<file path="src/rtl/cannon_step_sequencer.sv">
// Cannon-algorithm phase sequencer: load, skew, then SQRT_P rounds of MAC/shift.
// Optional cycle counter output perf_cycles under `CANNON_SEQ_PERF_EN.
module cannon_step_sequencer #(
  parameter int SQRT_P  = 2,
  parameter int P       = SQRT_P * SQRT_P,
  parameter int CNT_W   = 8,
  parameter int TIMEOUT = 255
) (
  input  logic             clk,
  input  logic             reset,
  input  logic             start,
  output logic             busy,
  output logic             done,
  output logic             err,
  output logic             load_en,
  output logic             skew_en,
  output logic             mac_en,
  output logic             shift_en,
  input  logic [P-1:0]     pe_ack,
  output logic [CNT_W-1:0] step_idx
`ifdef CANNON_SEQ_PERF_EN
  ,
  output logic [31:0]      perf_cycles
`endif
);

  typedef enum logic [2:0] {IDLE, LOAD, SKEW, MAC, SHIFT, DONE, ERR} state_t;

  state_t           state_q, state_d;
  logic             first_q, first_d;
  logic [P-1:0]     ack_mask_q, ack_mask_d;
  logic [CNT_W-1:0] tmo_q, tmo_d;
  logic [CNT_W-1:0] step_q, step_d;
  logic             phase;
  logic             complete;

  assign phase    = (state_q == LOAD) || (state_q == SKEW) ||
                    (state_q == MAC)  || (state_q == SHIFT);
  assign complete = &(ack_mask_q | pe_ack);

  always_comb begin
    state_d    = state_q;
    first_d    = first_q;
    ack_mask_d = ack_mask_q;
    tmo_d      = tmo_q;
    step_d     = step_q;
    unique case (state_q)
      IDLE: begin
        if (start) begin
          state_d = LOAD;
          step_d  = '0;
        end
      end
      LOAD, SKEW, MAC, SHIFT: begin
        if (first_q) begin
          // Pulse cycle: acks are ignored, the wait counter starts running.
          first_d    = 1'b0;
          ack_mask_d = '0;
          tmo_d      = tmo_q + CNT_W'(1);
        end else if (complete) begin
          unique case (state_q)
            LOAD:    state_d = (SQRT_P == 1) ? MAC : SKEW;
            SKEW:    state_d = MAC;
            MAC:     state_d = (step_q < CNT_W'(SQRT_P - 1)) ? SHIFT : DONE;
            default: begin
              state_d = MAC;
              step_d  = step_q + CNT_W'(1);
            end
          endcase
        end else if (tmo_q == CNT_W'(TIMEOUT)) begin
          state_d = ERR;
        end else begin
          ack_mask_d = ack_mask_q | pe_ack;
          tmo_d      = tmo_q + CNT_W'(1);
        end
      end
      DONE: begin
        state_d = IDLE;
        step_d  = '0;
      end
      default: begin
        if (start) begin
          state_d = IDLE;
          step_d  = '0;
        end
      end
    endcase
    if (state_d != state_q && state_d != DONE && state_d != IDLE && state_d != ERR) begin
      first_d    = 1'b1;
      ack_mask_d = '0;
      tmo_d      = '0;
    end
  end

  always_ff @(posedge clk) begin
    if (!reset) begin
      state_q    <= IDLE;
      first_q    <= 1'b0;
      ack_mask_q <= '0;
      tmo_q      <= '0;
      step_q     <= '0;
    end else begin
      state_q    <= state_d;
      first_q    <= first_d;
      ack_mask_q <= ack_mask_d;
      tmo_q      <= tmo_d;
      step_q     <= step_d;
    end
  end

  assign busy     = phase;
  assign done     = (state_q == DONE);
  assign err      = (state_q == ERR);
  assign load_en  = (state_q == LOAD)  && first_q;
  assign skew_en  = (state_q == SKEW)  && first_q;
  assign mac_en   = (state_q == MAC)   && first_q;
  assign shift_en = (state_q == SHIFT) && first_q;
  assign step_idx = step_q;

`ifdef CANNON_SEQ_PERF_EN
  logic [31:0] perf_q, perf_d;

  always_comb begin
    perf_d = perf_q;
    if (state_q == IDLE && start) begin
      perf_d = '0;
    end else if (phase && perf_q != '1) begin
      perf_d = perf_q + 32'd1;
    end
  end

  always_ff @(posedge clk) begin
    if (!reset) begin
      perf_q <= '0;
    end else begin
      perf_q <= perf_d;
    end
  end

  assign perf_cycles = perf_q;
`endif

endmodule
</file>
<file path="config.mk">
export PLATFORM = sky130hd
export DESIGN_NAME = cannon_step_sequencer
export DESIGN_NICKNAME = d
export VERILOG_FILES = /design/src/rtl/cannon_step_sequencer.sv
export SDC_FILE = /design/constraint.sdc
export NUM_CORES = 1
export LEC_CHECK = 0
export ABC_AREA = 1
export BUFFER_PORTS_ARGS = -buffer_cell sky130_fd_sc_hd__buf_2
export CORE_MARGIN = 3
export CORE_UTILIZATION = 45
export CTS_BUF_LIST = sky130_fd_sc_hd__clkbuf_4 sky130_fd_sc_hd__clkbuf_8 sky130_fd_sc_hd__clkbuf_16
export DETAILED_ROUTE_END_ITERATION = 7
export GPL_ROUTABILITY_DRIVEN = 0
export PLACE_DENSITY = 0.67
export SLEW_MARGIN = 20
export SYNTH_ARGS = -nofsm -noshare
export SYNTH_HDL_FRONTEND = slang
export SYNTH_SLANG_ARGS = --single-unit
</file>
<file path="constraint.sdc">
create_clock -name clk -period 2.95 [get_ports clk]
set_clock_uncertainty 0.1 [all_clocks]
set_input_delay 0.295 -clock clk [delete_from_list [all_inputs] [get_ports clk]]
set_output_delay 0.295 -clock clk [all_outputs]
set_load 0.02 [all_outputs]
</file>
==> qor.json <==
{
  "tightestPinTransition": {"value": 0.716, "unit": "ns"},
  "tritoncts_clock_tree": {"value": "yes"},
  "power-per-cell-area": {"value": 426, "unit": "mW/mm^2"},
  "critPathMaxFanout": {"value": 12},
  "critical_path.reg2reg.startpoint": {"value": "state_q[0]$_SDFF_PN0_"},
  "power.ir.vdd_worst": {"value": 0.000309, "unit": "V"},
  "tns": {"value": 0, "unit": "ns"},
  "detailedRoute.firstPassIterationCount": {"value": 4},
  "max_cap_viol_count": {"value": 0},
  "number_of_h_tree_levels": {"value": 1},
  "crit-reg2reg-capture": {"value": "tmo_q[7]$_SDFFE_PP0P_"},
  "synthesized_net_count": {"value": 226},
  "grt_max_degree": {"value": 15},
  "die_area": {"value": 0.00420, "unit": "sq mm"},
  "slowest_stage": {"value": "sky130_fd_sc_hd__dfxtp_1"},
  "startpoint_to_endpoint_class_of_the_critical_path": {"value": "register to register"},
  "via_count": {"value": 1341},
  "timing.final.crit_period": {"value": 2.14, "unit": "ns"},
  "critPathCaptureType": {"value": "register"},
  "synth_area": {"value": 0.00156, "unit": "sq mm"},
  "whs_path_depth": {"value": 3},
  "seqCellArea": {"value": 480, "unit": "sq um"},
  "ff2ff_path_depth": {"value": 12},
  "synthesis.area_per_instance": {"value": 7.21, "unit": "sq um"},
  "outcome": {"value": "finished clean"},
  "globalRoute.totalOverflow": {"value": 0},
  "grt_first_pass_wirelength": {"value": 5210, "unit": "um"},
  "clockRootBuffer": {"value": "sky130_fd_sc_hd__clkbuf_4"},
  "place.port_buffers": {"value": 21},
  "final_layout_size_suffix_gt1_frac": {"value": 0.292},
  "clk-insertion-delay-late": {"value": 0.32, "unit": "ns"},
  "rrSetupSlack": {"value": 0.81, "unit": "ns"},
  "slew_headroom": {"value": 0.518},
  "seq_area_frac_synth": {"value": 0.308},
  "crit_path_max_incr_delay": {"value": 0.66, "unit": "ns"},
  "io_pins": {"value": 22},
  "timing.hold.worst.class": {"value": "input pin to register"},
  "hold_viol_final": {"value": 0},
  "timing.critical_path.cells": {"value": "nor2_8 > nor2_4 > inv_2 > nand2_4 > nand2_2 > nor2_4 > inv_2 > nor3_4 > nand3_1 > xnor2_1 > inv_1 > nor2_2"},
  "cts.path.max_buffers": {"value": 2},
  "p_leak": {"value": 0.753, "unit": "nW"},
  "hold_buffer_count_at_cts": {"value": 0},
  "avgRoutedWirePerCell": {"value": 10.6, "unit": "um"},
  "ys_seq_elements": {"value": 24},
  "holdPathEnd": {"value": "state_q[2]$_SDFF_PN0_"},
  "clock_sinks": {"value": 24},
  "cts.reportedPaths.clkPinSlew": {"value": 0.13, "unit": "ns"},
  "timing.fmax": {"value": 0.467, "unit": "GHz"},
  "layout.nets": {"value": 247},
  "final_routed_drc_violation_total": {"value": 0},
  "cp.arrival": {"value": 2.30, "unit": "ns"},
  "core-area": {"value": 0.00318, "unit": "sq mm"},
  "post_cts_buffers": {"value": 0},
  "grt_setup_unrepaired": {"value": "no"},
  "drt-total-wl": {"value": 2980, "unit": "um"},
  "initial_core_util": {"value": 0.490},
  "row_count": {"value": 20},
  "hold_path_startpoint": {"value": "reset"},
  "layout_overhead_on_the_synthesized_area": {"value": 10.7, "unit": "%"},
  "antenna_cells_inserted": {"value": 0},
  "finalMaxSlewViolations": {"value": 0},
  "timing.final.setup_violations": {"value": 0},
  "final.fill_count": {"value": 329},
  "first_global_vias": {"value": 1185},
  "yosys_warnings": {"value": 0},
  "cts_made_buffers": {"value": 3},
  "post-route-util": {"value": 0.543},
  "synth.lib_cells_used.distinct": {"value": 31},
  "post-route-period-util": {"value": 0.726},
  "die_height": {"value": 64.8, "unit": "um"},
  "syn-instance-count": {"value": 216},
  "drt_iter0_drc": {"value": 109},
  "avgViaCountPerCell": {"value": 4.79},
  "multi_input_area": {"value": 896, "unit": "sq um"},
  "cts-resized-gates": {"value": 0},
  "worstPathRequired": {"value": 3.11, "unit": "ns"},
  "track_usage": {"value": 0.155},
  "fp.dieW": {"value": 64.8, "unit": "um"},
  "critPathLaunchType": {"value": "register"},
  "grt_antenna_before_repair": {"value": 0},
  "hpwlAfterDp": {"value": 2330, "unit": "um"},
  "antenna_left": {"value": 0}
}
## metal layers
layer | GRT usage | routed length [um]
met5 | 0 | 0
met3 | 0.0381 | 143
met4 | 0.0475 | 38
met2 | 0.230 | 1250
met1 | 0.218 | 1550
## registers in the layout, indices dropped and copies added, names as in the netlist
name and count:
first_q 1, tmo_q 8, ack_mask_q 4, step_idx 8
state_q 3
## area by class of cell
cell class / count / area share
Clock inverter: 1 / 0.0174
Sequential cell: 24 / 0.279
Tap cell: 44 / 0.0319
Inverter: 36 / 0.0784
Timing Repair Buffer: 21 / 0.0610
Multi-Input combinational cell: 151 / 0.520
Clock buffer: 3 / 0.0131
## synth_stat cells
cell type,count,area [sq um]
sky130_fd_sc_hd__a21oi_2,1,8.76
sky130_fd_sc_hd__o21ai_0,11,55.1
sky130_fd_sc_hd__nor2_8,1,20.0
sky130_fd_sc_hd__nor3_4,1,16.3
sky130_fd_sc_hd__ha_1,3,37.5
sky130_fd_sc_hd__nand3_2,5,50.1
sky130_fd_sc_hd__nor3b_1,2,15.0
sky130_fd_sc_hd__nor4_1,2,12.5
sky130_fd_sc_hd__buf_6,3,33.8
sky130_fd_sc_hd__nand4_1,2,12.5
sky130_fd_sc_hd__nand2_2,9,56.3
sky130_fd_sc_hd__nand2_4,2,22.5
sky130_fd_sc_hd__inv_2,6,22.5
sky130_fd_sc_hd__o21bai_1,1,7.51
sky130_fd_sc_hd__buf_4,1,7.51
sky130_fd_sc_hd__nor4_2,1,12.5
sky130_fd_sc_hd__inv_1,30,113
sky130_fd_sc_hd__xor2_1,3,26.3
sky130_fd_sc_hd__xnor2_1,3,26.3
sky130_fd_sc_hd__nand2_1,28,105
sky130_fd_sc_hd__nand3b_1,1,7.51
sky130_fd_sc_hd__nor2_4,4,45.0
sky130_fd_sc_hd__nor2_1,24,90.1
sky130_fd_sc_hd__nor3_2,3,30.0
sky130_fd_sc_hd__nor2_2,11,68.8
sky130_fd_sc_hd__dfxtp_1,24,480
sky130_fd_sc_hd__mux2i_1,1,10.0
sky130_fd_sc_hd__buf_2,1,5.00
sky130_fd_sc_hd__nor3_1,7,35.0
sky130_fd_sc_hd__nand3_1,15,75.1
sky130_fd_sc_hd__a21oi_1,10,50.1
## worst max path at each step
stage                                  start                         end  slack (ns)
global route           state_q[0]$_SDFF_PN0_       tmo_q[7]$_SDFFE_PP0P_        0.55
global placement       state_q[0]$_SDFF_PN0_       tmo_q[1]$_SDFFE_PP0P_        0.85
detailed placement     state_q[0]$_SDFF_PN0_       tmo_q[7]$_SDFFE_PP0P_        0.83
floorplan           step_idx[0]$_SDFFE_PN0P_  ack_mask_q[0]$_SDFFE_PP0P_        1.11
CTS                    state_q[0]$_SDFF_PN0_       tmo_q[7]$_SDFFE_PP0P_        0.78
finish                 state_q[0]$_SDFF_PN0_       tmo_q[7]$_SDFFE_PP0P_        0.81
## logic make-up after synthesis
group           after synthesis  synth area share
simple gates                118             0.433
buf+inv                      41             0.116
flops                        24             0.308
compound gates               23            0.0779
xor+xnor                      6            0.0337
fa+ha+maj                     3            0.0241
mux                           1           0.00643
## placed cells by master (no fill, tap or decap), types with 2 or more instances in the layout
master / count
sky130_fd_sc_hd__a21oi_1: 10
sky130_fd_sc_hd__buf_2: 21
sky130_fd_sc_hd__clkbuf_4: 3
sky130_fd_sc_hd__dfxtp_1: 24
sky130_fd_sc_hd__ha_1: 3
sky130_fd_sc_hd__inv_1: 30
sky130_fd_sc_hd__inv_2: 6
sky130_fd_sc_hd__nand2_1: 28
sky130_fd_sc_hd__nand2_2: 9
sky130_fd_sc_hd__nand2_4: 2
sky130_fd_sc_hd__nand3_1: 15
sky130_fd_sc_hd__nand3_2: 5
sky130_fd_sc_hd__nand4_1: 2
sky130_fd_sc_hd__nor2_1: 24
sky130_fd_sc_hd__nor2_2: 11
sky130_fd_sc_hd__nor2_4: 4
sky130_fd_sc_hd__nor3_1: 7
sky130_fd_sc_hd__nor3_2: 3
sky130_fd_sc_hd__nor3b_1: 2
sky130_fd_sc_hd__nor4_1: 2
sky130_fd_sc_hd__o21ai_0: 11
sky130_fd_sc_hd__xnor2_1: 3
sky130_fd_sc_hd__xor2_1: 3
## power breakdown
group / leakage [nW] / internal [W] / switching (W)
clock network: 0.0279 / 0.000137 / 0.000102
logic: 0.531 / 0.0000462 / 0.0000928
registers: 0.194 / 0.000338 / 0.0000190
## critical path, delay by kind of cell, from the launching register on
kind | cells | cell delay (ns)
and+or+nand+nor | 8 | 0.94
DFF | 1 | 0.66
buffers and inverters | 3 | 0.23
xor gates and xnor gates | 1 | 0.16
## through the flow
| step | setup slack [ns] | hold slack, ns | instance area, sq um | power (W) | cells |
|---|---|---|---|---|---|
| after global placement | 0.851 | 0.392 | 1670 | 0.000502 | 276 |
| final | 0.808 | 0.259 | 1720 | 0.000735 | 280 |
| after floorplan | 1.11 | 0.347 | 1560 | 0.000480 | 216 |
| after global routing | 0.552 | 0.236 | 1720 | 0.000775 | 280 |
| after detailed placement | 0.827 | 0.390 | 1670 | 0.000503 | 276 |
| after CTS | 0.784 | 0.243 | 1720 | 0.000746 | 280 |
Power figures use the tool's default switching activity.
